## src/rtl/sisc_mc_ctrl_if.sv

```systemverilog
// Control bundle between the sisc multi-cycle sequencer and the datapath/memory side.
// The master modport is the sequencer; the slave modport is the datapath and memories.
interface sisc_mc_ctrl_if #(
    parameter int OPC_W = 4,
    parameter int MM_W  = 4,
    parameter int CC_W  = 4,
    parameter int CNT_W = 16
);
    // Handshakes: if_req/dm_req are held high until the matching ack is seen in a
    // cycle where the request is high; an ack with no request pending is ignored.
    logic             if_ack;
    logic [OPC_W-1:0] opcode;
    logic [MM_W-1:0]  mm;
    logic [CC_W-1:0]  stat;
    logic             dm_ack;

    logic             if_req;
    logic             ir_load;
    logic             pc_we;
    logic             pc_sel;
    logic [1:0]       alu_op;
    logic             cc_en;
    logic             dm_req;
    logic             dm_we;
    logic             rf_we;
    logic             wb_sel;
    logic             rd_sel;
    logic             halted;
    logic             err_ill;
    logic             err_tmo;
    logic [CNT_W-1:0] instr_cnt;
    logic [2:0]       state_dbg;

    modport master (
        input  if_ack, opcode, mm, stat, dm_ack,
        output if_req, ir_load, pc_we, pc_sel, alu_op, cc_en, dm_req, dm_we,
               rf_we, wb_sel, rd_sel, halted, err_ill, err_tmo, instr_cnt, state_dbg
    );

    modport slave (
        output if_ack, opcode, mm, stat, dm_ack,
        input  if_req, ir_load, pc_we, pc_sel, alu_op, cc_en, dm_req, dm_we,
               rf_we, wb_sel, rd_sel, halted, err_ill, err_tmo, instr_cnt, state_dbg
    );
endinterface

```

## src/rtl/sisc_mc_ctrl.sv

```systemverilog
// Multi-cycle FETCH/DECODE/EXECUTE/MEM/WRITEBACK sequencer for the sisc core,
// with branch-on-status, HALT, illegal-opcode and data-memory timeout handling.
module sisc_mc_ctrl #(
    parameter int OPC_W   = 4,
    parameter int MM_W    = 4,
    parameter int CC_W    = 4,
    parameter int MEM_TMO = 15,
    parameter int CNT_W   = 16
) (
    input logic           clk,
    input logic           rst,
    sisc_mc_ctrl_if.master bus
);
    localparam int TMO_W = ($clog2(MEM_TMO + 1) > 0) ? $clog2(MEM_TMO + 1) : 1;
    localparam logic [TMO_W-1:0] TMO_LAST = TMO_W'((MEM_TMO > 0) ? MEM_TMO - 1 : 0);

    localparam logic [OPC_W-1:0] OP_NOP  = OPC_W'(0);
    localparam logic [OPC_W-1:0] OP_RR   = OPC_W'(1);
    localparam logic [OPC_W-1:0] OP_RI   = OPC_W'(2);
    localparam logic [OPC_W-1:0] OP_MEM  = OPC_W'(3);
    localparam logic [OPC_W-1:0] OP_BR   = OPC_W'(4);
    localparam logic [OPC_W-1:0] OP_HALT = {OPC_W{1'b1}};

    typedef enum logic [2:0] {
        S_FETCH     = 3'd0,
        S_DECODE    = 3'd1,
        S_EXECUTE   = 3'd2,
        S_MEM       = 3'd3,
        S_WRITEBACK = 3'd4,
        S_HALT      = 3'd5
    } state_t;

    state_t           state;
    logic [OPC_W-1:0] op_q;
    logic [MM_W-1:0]  mm_q;
    logic [TMO_W-1:0] wait_cnt;
    logic [CNT_W-1:0] instr_cnt;

    logic is_nop, is_halt, is_legal, is_store, br_taken, tmo_hit, retire;

    assign is_nop   = (op_q == OP_NOP);
    assign is_halt  = (op_q == OP_HALT);
    assign is_legal = is_nop || is_halt || (op_q == OP_RR) || (op_q == OP_RI) ||
                      (op_q == OP_MEM) || (op_q == OP_BR);
    assign is_store = mm_q[0];

    // An empty condition mask means an unconditional branch.
    assign br_taken = (mm_q[CC_W-1:0] == '0) || (|(bus.stat & mm_q[CC_W-1:0]));

    // An ack arriving on the limit cycle suppresses the timeout.
    assign tmo_hit = (MEM_TMO != 0) && (state == S_MEM) && !bus.dm_ack &&
                     (wait_cnt == TMO_LAST);

    assign retire = (state == S_WRITEBACK) ||
                    ((state == S_EXECUTE) && (op_q == OP_BR)) ||
                    ((state == S_MEM) && bus.dm_ack && is_store) ||
                    ((state == S_DECODE) && (is_nop || is_halt));

    always_ff @(posedge clk or posedge rst) begin
        if (rst) begin
            state     <= S_FETCH;
            op_q      <= '0;
            mm_q      <= '0;
            wait_cnt  <= '0;
            instr_cnt <= '0;
        end else begin
            if (retire && (instr_cnt != {CNT_W{1'b1}})) begin
                instr_cnt <= instr_cnt + CNT_W'(1);
            end
            case (state)
                S_FETCH: begin
                    if (bus.if_ack) begin
                        op_q  <= bus.opcode;
                        mm_q  <= bus.mm;
                        state <= S_DECODE;
                    end
                end
                S_DECODE: begin
                    if (is_halt) begin
                        state <= S_HALT;
                    end else if (is_nop || !is_legal) begin
                        state <= S_FETCH;
                    end else begin
                        state <= S_EXECUTE;
                    end
                end
                S_EXECUTE: begin
                    wait_cnt <= '0;
                    if (op_q == OP_MEM) begin
                        state <= S_MEM;
                    end else if (op_q == OP_BR) begin
                        state <= S_FETCH;
                    end else begin
                        state <= S_WRITEBACK;
                    end
                end
                S_MEM: begin
                    if (bus.dm_ack) begin
                        state <= is_store ? S_FETCH : S_WRITEBACK;
                    end else if (tmo_hit) begin
                        state <= S_FETCH;
                    end else begin
                        wait_cnt <= wait_cnt + TMO_W'(1);
                    end
                end
                S_WRITEBACK: state <= S_FETCH;
                S_HALT:      state <= S_HALT;
                default:     state <= S_FETCH;
            endcase
        end
    end

    logic       if_req, ir_load, pc_we, pc_sel, cc_en, dm_req, dm_we;
    logic       rf_we, wb_sel, rd_sel, halted, err_ill, err_tmo;
    logic [1:0] alu_op;

    // IR_LOAD/PC_WE follow IF_ACK combinationally in FETCH; reset masks them so an
    // ack during reset cannot load the IR or step the PC.
    always_comb begin
        if_req  = 1'b0;
        ir_load = 1'b0;
        pc_we   = 1'b0;
        pc_sel  = 1'b0;
        alu_op  = 2'b00;
        cc_en   = 1'b0;
        dm_req  = 1'b0;
        dm_we   = 1'b0;
        rf_we   = 1'b0;
        wb_sel  = 1'b0;
        rd_sel  = 1'b0;
        halted  = 1'b0;
        err_ill = 1'b0;
        err_tmo = 1'b0;
        case (state)
            S_FETCH: begin
                if_req  = 1'b1;
                ir_load = bus.if_ack && !rst;
                pc_we   = bus.if_ack && !rst;
            end
            S_DECODE: err_ill = !is_legal;
            S_EXECUTE: begin
                if (op_q == OP_RR) begin
                    alu_op = 2'b01;
                    cc_en  = 1'b1;
                end else if (op_q == OP_RI) begin
                    alu_op = 2'b10;
                    cc_en  = 1'b1;
                end else if (op_q == OP_MEM) begin
                    alu_op = 2'b10;
                end else if (op_q == OP_BR) begin
                    pc_we  = br_taken;
                    pc_sel = br_taken;
                end
            end
            S_MEM: begin
                dm_req  = 1'b1;
                dm_we   = is_store;
                err_tmo = tmo_hit;
            end
            S_WRITEBACK: begin
                rf_we  = 1'b1;
                wb_sel = (op_q == OP_MEM);
                rd_sel = (op_q == OP_RI) || (op_q == OP_MEM);
            end
            S_HALT: halted = 1'b1;
            default: ;
        endcase
    end

    assign bus.if_req    = if_req;
    assign bus.ir_load   = ir_load;
    assign bus.pc_we     = pc_we;
    assign bus.pc_sel    = pc_sel;
    assign bus.alu_op    = alu_op;
    assign bus.cc_en     = cc_en;
    assign bus.dm_req    = dm_req;
    assign bus.dm_we     = dm_we;
    assign bus.rf_we     = rf_we;
    assign bus.wb_sel    = wb_sel;
    assign bus.rd_sel    = rd_sel;
    assign bus.halted    = halted;
    assign bus.err_ill   = err_ill;
    assign bus.err_tmo   = err_tmo;
    assign bus.instr_cnt = instr_cnt;
    assign bus.state_dbg = state;
endmodule

```

## src/flat_wrapper.sv

```systemverilog
// flat-port wrapper written by rule: the top's interface ports become plain ports
module sisc_mc_ctrl_flat 
#(
    parameter int OPC_W   = 4,
    parameter int MM_W    = 4,
    parameter int CC_W    = 4,
    parameter int MEM_TMO = 15,
    parameter int CNT_W   = 16
)
  (clk, rst, bus_if_ack, bus_opcode, bus_mm, bus_stat, bus_dm_ack, bus_if_req, bus_ir_load, bus_pc_we, bus_pc_sel, bus_alu_op, bus_cc_en, bus_dm_req, bus_dm_we, bus_rf_we, bus_wb_sel, bus_rd_sel, bus_halted, bus_err_ill, bus_err_tmo, bus_instr_cnt, bus_state_dbg);
  sisc_mc_ctrl_if #(.OPC_W(OPC_W), .MM_W(MM_W), .CC_W(CC_W), .CNT_W(CNT_W)) bus_i ();
  input logic clk;
  input logic rst;
  input wire logic [$bits(bus_i.if_ack)-1:0] bus_if_ack;
  input wire logic [$bits(bus_i.opcode)-1:0] bus_opcode;
  input wire logic [$bits(bus_i.mm)-1:0] bus_mm;
  input wire logic [$bits(bus_i.stat)-1:0] bus_stat;
  input wire logic [$bits(bus_i.dm_ack)-1:0] bus_dm_ack;
  output wire logic [$bits(bus_i.if_req)-1:0] bus_if_req;
  output wire logic [$bits(bus_i.ir_load)-1:0] bus_ir_load;
  output wire logic [$bits(bus_i.pc_we)-1:0] bus_pc_we;
  output wire logic [$bits(bus_i.pc_sel)-1:0] bus_pc_sel;
  output wire logic [$bits(bus_i.alu_op)-1:0] bus_alu_op;
  output wire logic [$bits(bus_i.cc_en)-1:0] bus_cc_en;
  output wire logic [$bits(bus_i.dm_req)-1:0] bus_dm_req;
  output wire logic [$bits(bus_i.dm_we)-1:0] bus_dm_we;
  output wire logic [$bits(bus_i.rf_we)-1:0] bus_rf_we;
  output wire logic [$bits(bus_i.wb_sel)-1:0] bus_wb_sel;
  output wire logic [$bits(bus_i.rd_sel)-1:0] bus_rd_sel;
  output wire logic [$bits(bus_i.halted)-1:0] bus_halted;
  output wire logic [$bits(bus_i.err_ill)-1:0] bus_err_ill;
  output wire logic [$bits(bus_i.err_tmo)-1:0] bus_err_tmo;
  output wire logic [$bits(bus_i.instr_cnt)-1:0] bus_instr_cnt;
  output wire logic [$bits(bus_i.state_dbg)-1:0] bus_state_dbg;
  assign bus_i.if_ack = bus_if_ack;
  assign bus_i.opcode = bus_opcode;
  assign bus_i.mm = bus_mm;
  assign bus_i.stat = bus_stat;
  assign bus_i.dm_ack = bus_dm_ack;
  assign bus_if_req = bus_i.if_req;
  assign bus_ir_load = bus_i.ir_load;
  assign bus_pc_we = bus_i.pc_we;
  assign bus_pc_sel = bus_i.pc_sel;
  assign bus_alu_op = bus_i.alu_op;
  assign bus_cc_en = bus_i.cc_en;
  assign bus_dm_req = bus_i.dm_req;
  assign bus_dm_we = bus_i.dm_we;
  assign bus_rf_we = bus_i.rf_we;
  assign bus_wb_sel = bus_i.wb_sel;
  assign bus_rd_sel = bus_i.rd_sel;
  assign bus_halted = bus_i.halted;
  assign bus_err_ill = bus_i.err_ill;
  assign bus_err_tmo = bus_i.err_tmo;
  assign bus_instr_cnt = bus_i.instr_cnt;
  assign bus_state_dbg = bus_i.state_dbg;
  sisc_mc_ctrl #(.OPC_W(OPC_W), .MM_W(MM_W), .CC_W(CC_W), .MEM_TMO(MEM_TMO), .CNT_W(CNT_W)) u_core (.clk(clk), .rst(rst), .bus(bus_i));
endmodule
```

## config.mk

```make
export PLATFORM = sky130hd
export DESIGN_NAME = sisc_mc_ctrl_flat
export DESIGN_NICKNAME = d
export VERILOG_FILES = /design/src/rtl/sisc_mc_ctrl_if.sv /design/src/rtl/sisc_mc_ctrl.sv /design/src/flat_wrapper.sv
export SDC_FILE = /design/constraint.sdc
export NUM_CORES = 1
export LEC_CHECK = 0
export CORE_ASPECT_RATIO = 0.6
export CORE_UTILIZATION = 45
export CTS_BUF_LIST = sky130_fd_sc_hd__clkbuf_4 sky130_fd_sc_hd__clkbuf_8 sky130_fd_sc_hd__clkbuf_16
export DETAILED_ROUTE_END_ITERATION = 6
export PLACE_DENSITY = 0.8
export SYNTH_ARGS = -nofsm -noshare
export SYNTH_HDL_FRONTEND = slang
export SYNTH_SLANG_ARGS = --single-unit
```

## constraint.sdc

```tcl
create_clock -name clk -period 5.2 [get_ports clk]
set_input_delay 0.52 -clock clk [delete_from_list [all_inputs] [get_ports clk]]
set_output_delay 0.52 -clock clk [all_outputs]
set_load 0.02 [all_outputs]
```

[Word-level counts from Yosys, hierarchy flattened]
Index checks and enable logic that the tools add are counted.
W data, S select, Z words.
Word-level totals
  input bits: 16
  latch bits: 0
  flip-flop bits (word level): 31
  bits in writable memories: 0
  memories: 0
  output and inout bits: 34
  memory bits (read-only): 0
Operators by class
  reductions and logical operators: 30
  multipliers: 0
  eq/ne operators: 16
  bitwise logic cells: 1
  divide/modulo/power cells: 0
  magnitude comparators: 0
  multiplexer cells: 35
  add/subtract/negate cells: 2
  shift operators: 0
Operators with widths (number)
  $mux W3: 7
  $mux W1: 18
  $add A16 B1 Y16 const B: 1
  $ne A16 B16 Y1 const B: 1
  $pmux W3 S5: 1
  $logic_or A1 B1 Y1: 11
  $mux W2: 5
  $eq A4 B2 Y1 const B: 2
  $eq A4 B4 Y1 const B: 2
  $logic_and A1 B1 Y1: 8
  $logic_not A4 Y1: 2
  $mux W4: 2
  $pmux W4 S2: 1
  $eq A3 B2 Y1 const B: 2
  $eq A3 B3 Y1 const B: 2
  $ne A2 B2 Y1 const B: 3
  $add A4 B1 Y4 const B: 1
  $and A4 B4 Y4: 1
  $eq A4 B1 Y1 const B: 1
  $eq A4 B3 Y1 const B: 1
  $reduce_and A2 Y1: 2
  $reduce_or A4 Y1: 1
  $eq A3 B1 Y1 const B: 1
  $logic_not A1 Y1: 3
  5 further kinds: 5

[Longest topological paths before layout]
Gate-level depths: netlist (run 1).
  word-level depth: 11
  gate-level depth with buffers: 7
  mapped depth without buffers: 7

[Worst setup path after synthesis (run 1)]
Ideal clock, no wire load.
  path kind: input to output
  from: in rst
  to: out bus_pc_we
  path slack: 2880 ps
  arrival: 1800 ps
  stages on the path: 3
  buffers on the path: 0
  required time: 4680 ps
  path through: inv_1 -> and3_1 -> or2_2
On the way
  word-level cells in the longest chain between the ends: 3
Ends and longest elaborated chain
  from (decl): RTL line flat_wrapper.sv:13  | input logic rst;
  $logic_not A1 Y1 (no line)
  $logic_and A1 B1 Y1: RTL line sisc_mc_ctrl.sv:138  | pc_we = bus.if_ack && !rst;
  $pmux W1 S2: RTL line sisc_mc_ctrl.sv:134  | case (state)
  to (decl): RTL line flat_wrapper.sv:21  | output wire logic [$bits(bus_i.pc_we)-1:0] bus_pc_we;
No other way between the ends.

[Worst setup path after layout (run 1)]
  from: reg u_core.state[1] (netlist: u_core.bus.state_dbg[1])
  to: out bus_pc_we
On the way
  word-level cells in the longest chain between the ends: 2
Ends and longest elaborated chain
  from (decl): RTL line sisc_mc_ctrl.sv:33  | state_t state;
  from (signal assigned): RTL line sisc_mc_ctrl.sv:99  | state <= is_store ? S_FETCH : S_WRITEBACK;
  $eq A3 B2 Y1 / $logic_not A3 Y1 (equally long branches): RTL line sisc_mc_ctrl.sv:134
  $pmux W1 S2 *: RTL line sisc_mc_ctrl.sv:134
Mark *: on every way between the ends. The rest lies on a longest branch, timed or not.

==> flow_summary.toml, run 1 <==
[synthesis]
netlist_area_um2 = 1750
ys_seq_area_share_pct = 44.4
synth_top_flop_cell = "dfrtp_1"
async_reset_ff_share_pct = 100
synthCells = 169
synth_nets = 188
synth_top_area_share_pct = 44.4
synthTopCellsByArea = "dfrtp_1, mux2_2, xnor2_1"
avgSynthCellArea_um2 = 10.3
synth.distinct_cells = 43
ys_warn_count = 0
synth_top_cell_by_area = "dfrtp_1"
synth-edff-count = 0
ys_ff_latch = 31

[timing]
timing.fmax_mhz = 332
tns_ns = 0
hold_viol = 0
fin_crit_sh_pct = 57.9
clock_skew_ns = 0.00321
period_needed_ns = 3.01
rsz0062_at_grt = "no"
tightest_slew_ns = 0.887
setup_viol = 0
hold_slack_ns = 0.516
slew_violations = 0
slew-limit-headroom_pct = 40.8

[drt]
route.vias.total = 1502
ant_nets = 0
drt-wirelength-per-cell_um = 15.0
drtIter0Drc = 109
drc = 0
wirelength_um = 4010
viasPerCell = 5.63
first_pass_iters = 4

[worst_setup_path]
slowest_stage = "dfrtp_1"
critPathTopFamily = "simple AND/OR/NAND/NOR gates"
regToRegSetupSlack_ns = 2.67
max_stage_delay_ns = 0.60
required_ns = 4.68
crit_path_max_fanout = 13
arrival_ns = 2.49
cp-end-kind = "primary output"
cp_cell_sequence = "nor3b_2 > nand2_1 > a31oi_1 > or2_2 > clkdlybuf4s50_1"
path_class = "reg2out"
critPathLaunchType = "flip-flop"
crit_buf_inv = 1

[global_route]
grt_start_max_net_pins = 33
gr-usage-met2_pct = 30.2
grtUsageMet1_pct = 34.0
grt_pass1_wl_um = 6770
globalRouteOverflowTotal = 0
grt_util_met3_pct = 6.00
antenna_found_initial = 0
grt_pass1_vias = 1402
gr-max-usage-layer = "met1"
track_usage_pct = 22.6

[clock_tree]
cts_post_setup_buffers_inserted = 0
cts_made_buffers = 5
clockBufferDepth = 2
tritoncts = "done"
path_clk_slew_ns = 0.07
ctsResizeCount = 0
ctsHtreeMaxLevel = 2
root_buffer = "clkbuf_8"
cts.sinks = 31
hold_buffers = 0
clk_latency_ns = 0.29

[run_status]
status = "completed"

[pwr]
power_density_nw_per_um2 = 456
finalPower_w = 0.00107
ir_drop_uv = 279
p_leak_nw = 0.966

[place]
dpl.hpwl_um = 2920
place_congestion = 0.792
port_buffers = 49
placed_area_um2 = 2270

[final_layout]
layout-drive-gt1-share_pct = 12.7
area_delta_synth_final_pct = 34.7
final_cell_area_um2 = 2350
final_nets = 239
antenna_cells = 0
fill_cells = 324

[floorplan]
start_util_pct = 47.2
core_area_um2 = 3700
ios = 50
die_area_um2 = 4140
fp.dieH_um = 50.3
fp-row-count = 17
dieWidth_um = 82.4

[min_path]
hold_path_class = "reg2reg"

[job]
drv_cap = 0
[sequential cells by signal, indices dropped and copies added (netlist names)]
name,count
u_core.bus.instr_cnt,16
u_core.bus.state_dbg,3
u_core.mm_q,4
u_core.op_q,4
u_core.wait_cnt,4
[cell usage after synthesis, drive strengths merged, types with 2 or more instances]
| cell | number |
|---|---|
| a22o | 2 |
| a22oi | 3 |
| a31oi | 2 |
| and2 | 4 |
| and3 | 9 |
| buf | 5 |
| dfrtp | 31 |
| ha | 3 |
| inv | 4 |
| mux2 | 13 |
| nand2 | 16 |
| nand2b | 2 |
| nand3 | 8 |
| nand4 | 7 |
| nor2 | 9 |
| nor3 | 5 |
| nor3b | 5 |
| nor4 | 2 |
| nor4b | 2 |
| o21ai | 7 |
| or2 | 3 |
| or4 | 2 |
| xnor2 | 10 |
| xor2 | 4 |
[through the flow]
| stage | setup slack (ns) | cells | utilization (%) |
|---|---|---|---|
| after detailed placement | 2.40 | 260 | 61.2 |
| after floorplan | 2.88 | 169 | - |
| after global placement | 2.40 | 260 | 61.2 |
| after CTS | 2.20 | 267 | 63.6 |
| final | 2.19 | 267 | 63.6 |
| after global routing | 2.02 | 267 | 63.6 |
[power by group]
group	switching, W	leakage, nW	internal, W	total [W]
Combinational	0.000208	0.525	0.000227	0.000436
Sequential	0.000125	0.394	0.000313	0.000437
Clock	0.0000957	0.0470	0.000104	0.000200
[worst reg2reg max path, cell delays in order (launching register included)]
cell and delay (ns):
dfrtp_1 0.60, nor3b_2 0.53, a221oi_2 0.13, a21oi_1 0.74, mux2_2 0.41
[layout by cell type (no fill, tap or decap), types with 2 or more instances in the layout]
master,instances
a22o_1,2
a22oi_1,3
a31oi_1,2
and2_1,3
and3_1,9
clkbuf_8,6
clkdlybuf4s50_1,49
dfrtp_1,31
ha_1,3
inv_1,4
mux2_1,3
mux2_2,9
nand2_1,16
nand2b_1,2
nand3_1,8
nand4_1,7
nor2_1,9
nor3_1,5
nor3b_1,3
nor3b_2,2
nor4_1,2
o21ai_0,6
or2_2,3
or4_1,2
xnor2_1,10
xor2_1,4
[path summary, 6_finish.rpt]
| kind | endpoint | depth (start not counted) | start |
|---|---|---|---|
| worst max-delay path | bus_pc_we | 5 | u_core.bus.state_dbg[1]$_DFFE_PP0P_ |
| worst min-delay path | u_core.bus.instr_cnt[13]$_DFFE_PP0P_ | 1 | u_core.bus.instr_cnt[13]$_DFFE_PP0P_ |
| worst max register to register | u_core.bus.instr_cnt[1]$_DFFE_PP0P_ | 4 | u_core.bus.state_dbg[1]$_DFFE_PP0P_ |
| worst min register to register | u_core.bus.instr_cnt[13]$_DFFE_PP0P_ | 1 | u_core.bus.instr_cnt[13]$_DFFE_PP0P_ |
| max in group asynchronous | u_core.bus.instr_cnt[15]$_DFFE_PP0P_ | 3 | rst |
| min in group asynchronous | u_core.bus.instr_cnt[1]$_DFFE_PP0P_ | 3 | rst |
[area by class of cell]
class	count	area (µm²)	share of cell area, %
Inverter	4	15.0	0.638
Tap cell	47	58.8	2.50
Multi-Input combinational cell	128	918	39.0
Timing Repair Buffer	50	498	21.2
Sequential cell	31	776	33.0
Clock inverter	1	5.00	0.213
Clock buffer	6	82.6	3.51
[logic make-up (layout without fill, tap and decap cells)]
group,Yosys count,count (layout),share of synthesized area (%)
AO/OA/AOI/OAI,19,19,7.52
XOR/XNOR,14,14,7.02
adder cells (fa/ha/maj),3,3,2.15
buffers and inverters,10,61,3.01
flip-flops,31,31,44.4
multiplexers,14,14,9.17
AND/OR/NAND/NOR,78,78,26.7
[metal layers]
metal | wire (µm) | part of all wire, %
met3 | 292 | 7.3
met1 | 1990 | 50
met4 | 64 | 1.6
met5 | 0 | 0
met2 | 1650 | 41
(Power assumes the default switching activity.)
==> inputs of run 2 (changes only) <==
Clock period 5.2 ns to 2.85 ns, I/O delays scaled along.
==> run 2 against run 1 <==
  * Global-route usage decreased by 1.8 points
  * Die area unchanged
  * Sequential share of layout area decreased by 0.31 points
  * Clock-buffer cell count increased by 1
  * Clock power increased by 76%
  * Final cell count increased by 1.1%
  * Critical endpoint unchanged
==> flow_summary.toml, run 2 (synthesis gave the netlist of run 1 again) <==
[run_status]
status = "completed"

[clock_tree]
clockBufferDepth = 2
ctsHtreeMaxLevel = 2
cts_made_buffers = 5
tritoncts = "done"
path_clk_slew_ns = 0.07
cts_post_setup_buffers_inserted = 0
cts.sinks = 31
root_buffer = "clkbuf_8"
clk_latency_ns = 0.28

[timing]
fin_crit_sh_pct = 91.6
slew_violations = 0
hold_viol = 0
period_needed_ns = 2.61
slew-limit-headroom_pct = 42.2
rsz0062_at_grt = "no"
setup_viol = 0
tns_ns = 0
clock_skew_ns = 0.00336
hold_slack_ns = 0.439
timing.fmax_mhz = 383
tightest_slew_ns = 0.866

[min_path]
hold_path_class = "in2async"

[drt]
drtIter0Drc = 104
viasPerCell = 5.46
wirelength_um = 3780
route.vias.total = 1475
drt-wirelength-per-cell_um = 14.0
ant_nets = 0
first_pass_iters = 4
drc = 0

[floorplan]
fp.dieH_um = 50.3
fp-row-count = 17
dieWidth_um = 82.4
core_area_um2 = 3700
ios = 50
start_util_pct = 47.2
die_area_um2 = 4140

[final_layout]
fill_cells = 309
area_delta_synth_final_pct = 36.0
max_flop_register = "u_core.bus.instr_cnt"
mostFrequentLayoutCells = "clkdlybuf4s50_1, dfrtp_1, nand2_1"
layout-drive-gt1-share_pct = 13.9
final_nets = 241
final_util_pct = 64.2
final_cell_area_um2 = 2380
largest_reg_flops = 16
final_common_cell = "clkdlybuf4s50_1"
antenna_cells = 0

[global_route]
globalRouteOverflowTotal = 0
antenna_found_initial = 0
track_usage_pct = 20.8
grt_pass1_vias = 1284
grt_pass1_wl_um = 6220
grt_start_max_net_pins = 32

[place]
port_buffers = 49
dpl.hpwl_um = 2790
placed_area_um2 = 2280
place_congestion = 0.811

[worst_setup_path]
timing.rr.start = "u_core.bus.state_dbg[0]$_DFFE_PP0P_"
reg2reg_depth = 4
cp-end-kind = "primary output"
arrival_ns = 2.33
regToRegSetupSlack_ns = 0.47
required_ns = 2.57
r2r_end = "u_core.bus.instr_cnt[1]$_DFFE_PP0P_"
critPathLaunchType = "flip-flop"
crit_path_max_fanout = 13
path_class = "reg2out"

[pwr]
ir_drop_uv = 500
finalPower_w = 0.00195
p_leak_nw = 0.978
power_density_nw_per_um2 = 821

[job]
drv_cap = 0
## run 2: changes by cell type in the layout (fill, tap and decap cells not counted)
cell      delta
clkbuf_8     -1
nor3b_4      +1
buf_4        +2
nor3b_2      -1
clkbuf_4     +2
## run 2: timing repair
action / CTS / global route
endpoints found under the setup margin: 0 / 2
hold buffers: 0 / 0
gates resized for setup: 0 / 1
## run 2: critical path, cell delays in order, from the launching register on
cell and delay (ns):
dfrtp_1 0.60, nor3b_4 0.41, nand2_1 0.11, a31oi_1 0.20, or2_2 0.14, clkdlybuf4s50_1 0.59
## run 2: worst max-delay path by stage
stage,start,end,slack (ns),cells after the start
floorplan,u_core.bus.state_dbg[1]$_DFFE_PP0P_,bus_pc_we,0.78,4
detailed placement,u_core.bus.state_dbg[1]$_DFFE_PP0P_,u_core.bus.instr_cnt[1]$_DFFE_PP0P_,0.42,4
global placement,u_core.bus.state_dbg[1]$_DFFE_PP0P_,bus_pc_we,0.51,5
CTS,u_core.bus.state_dbg[1]$_DFFE_PP0P_,bus_pc_we,0.13,5
finish,u_core.bus.state_dbg[1]$_DFFE_PP0P_,bus_pc_we,0.24,5
global route,u_core.bus.state_dbg[1]$_DFFE_PP0P_,bus_pc_we,0.07,5
## run 2: area by class of cell
| type | instances | area [µm²] | area share [%] |
|---|---|---|---|
| Tap cell | 47 | 58.8 | 2.47 |
| Clock buffer | 7 | 83.8 | 3.53 |
| Multi-Input combinational cell | 128 | 925 | 38.9 |
| Timing Repair Buffer | 52 | 513 | 21.6 |
| Clock inverter | 1 | 5.00 | 0.211 |
| Sequential cell | 31 | 776 | 32.6 |
| Inverter | 4 | 15.0 | 0.632 |
## run 2: metrics by stage
stage,worst slack (ns),std cells
global route,0.0675,270
finish,0.239,270
floorplan,0.780,169
detailed placement,0.417,262
CTS,0.130,270
global placement,0.515,262
## run 2: routing by layer
| layer | GRT usage, % | routed length [µm] | vias up |
|---|---|---|---|
| met1 | 32.0 | 2010 | 708 |
| met2 | 26.2 | 1500 | 42 |
| met5 | 0 | 0 | - |
| met3 | 6.91 | 234 | 5 |
| li1 | - | - | 720 |
| met4 | 7.31 | 31 | 0 |
## run 2: where the power goes
group,total (W),internal (W),switching (W),leakage [nW]
logic,0.000807,0.000427,0.000379,0.534
registers,0.000792,0.000570,0.000222,0.394
clock network,0.000351,0.000190,0.000161,0.0491
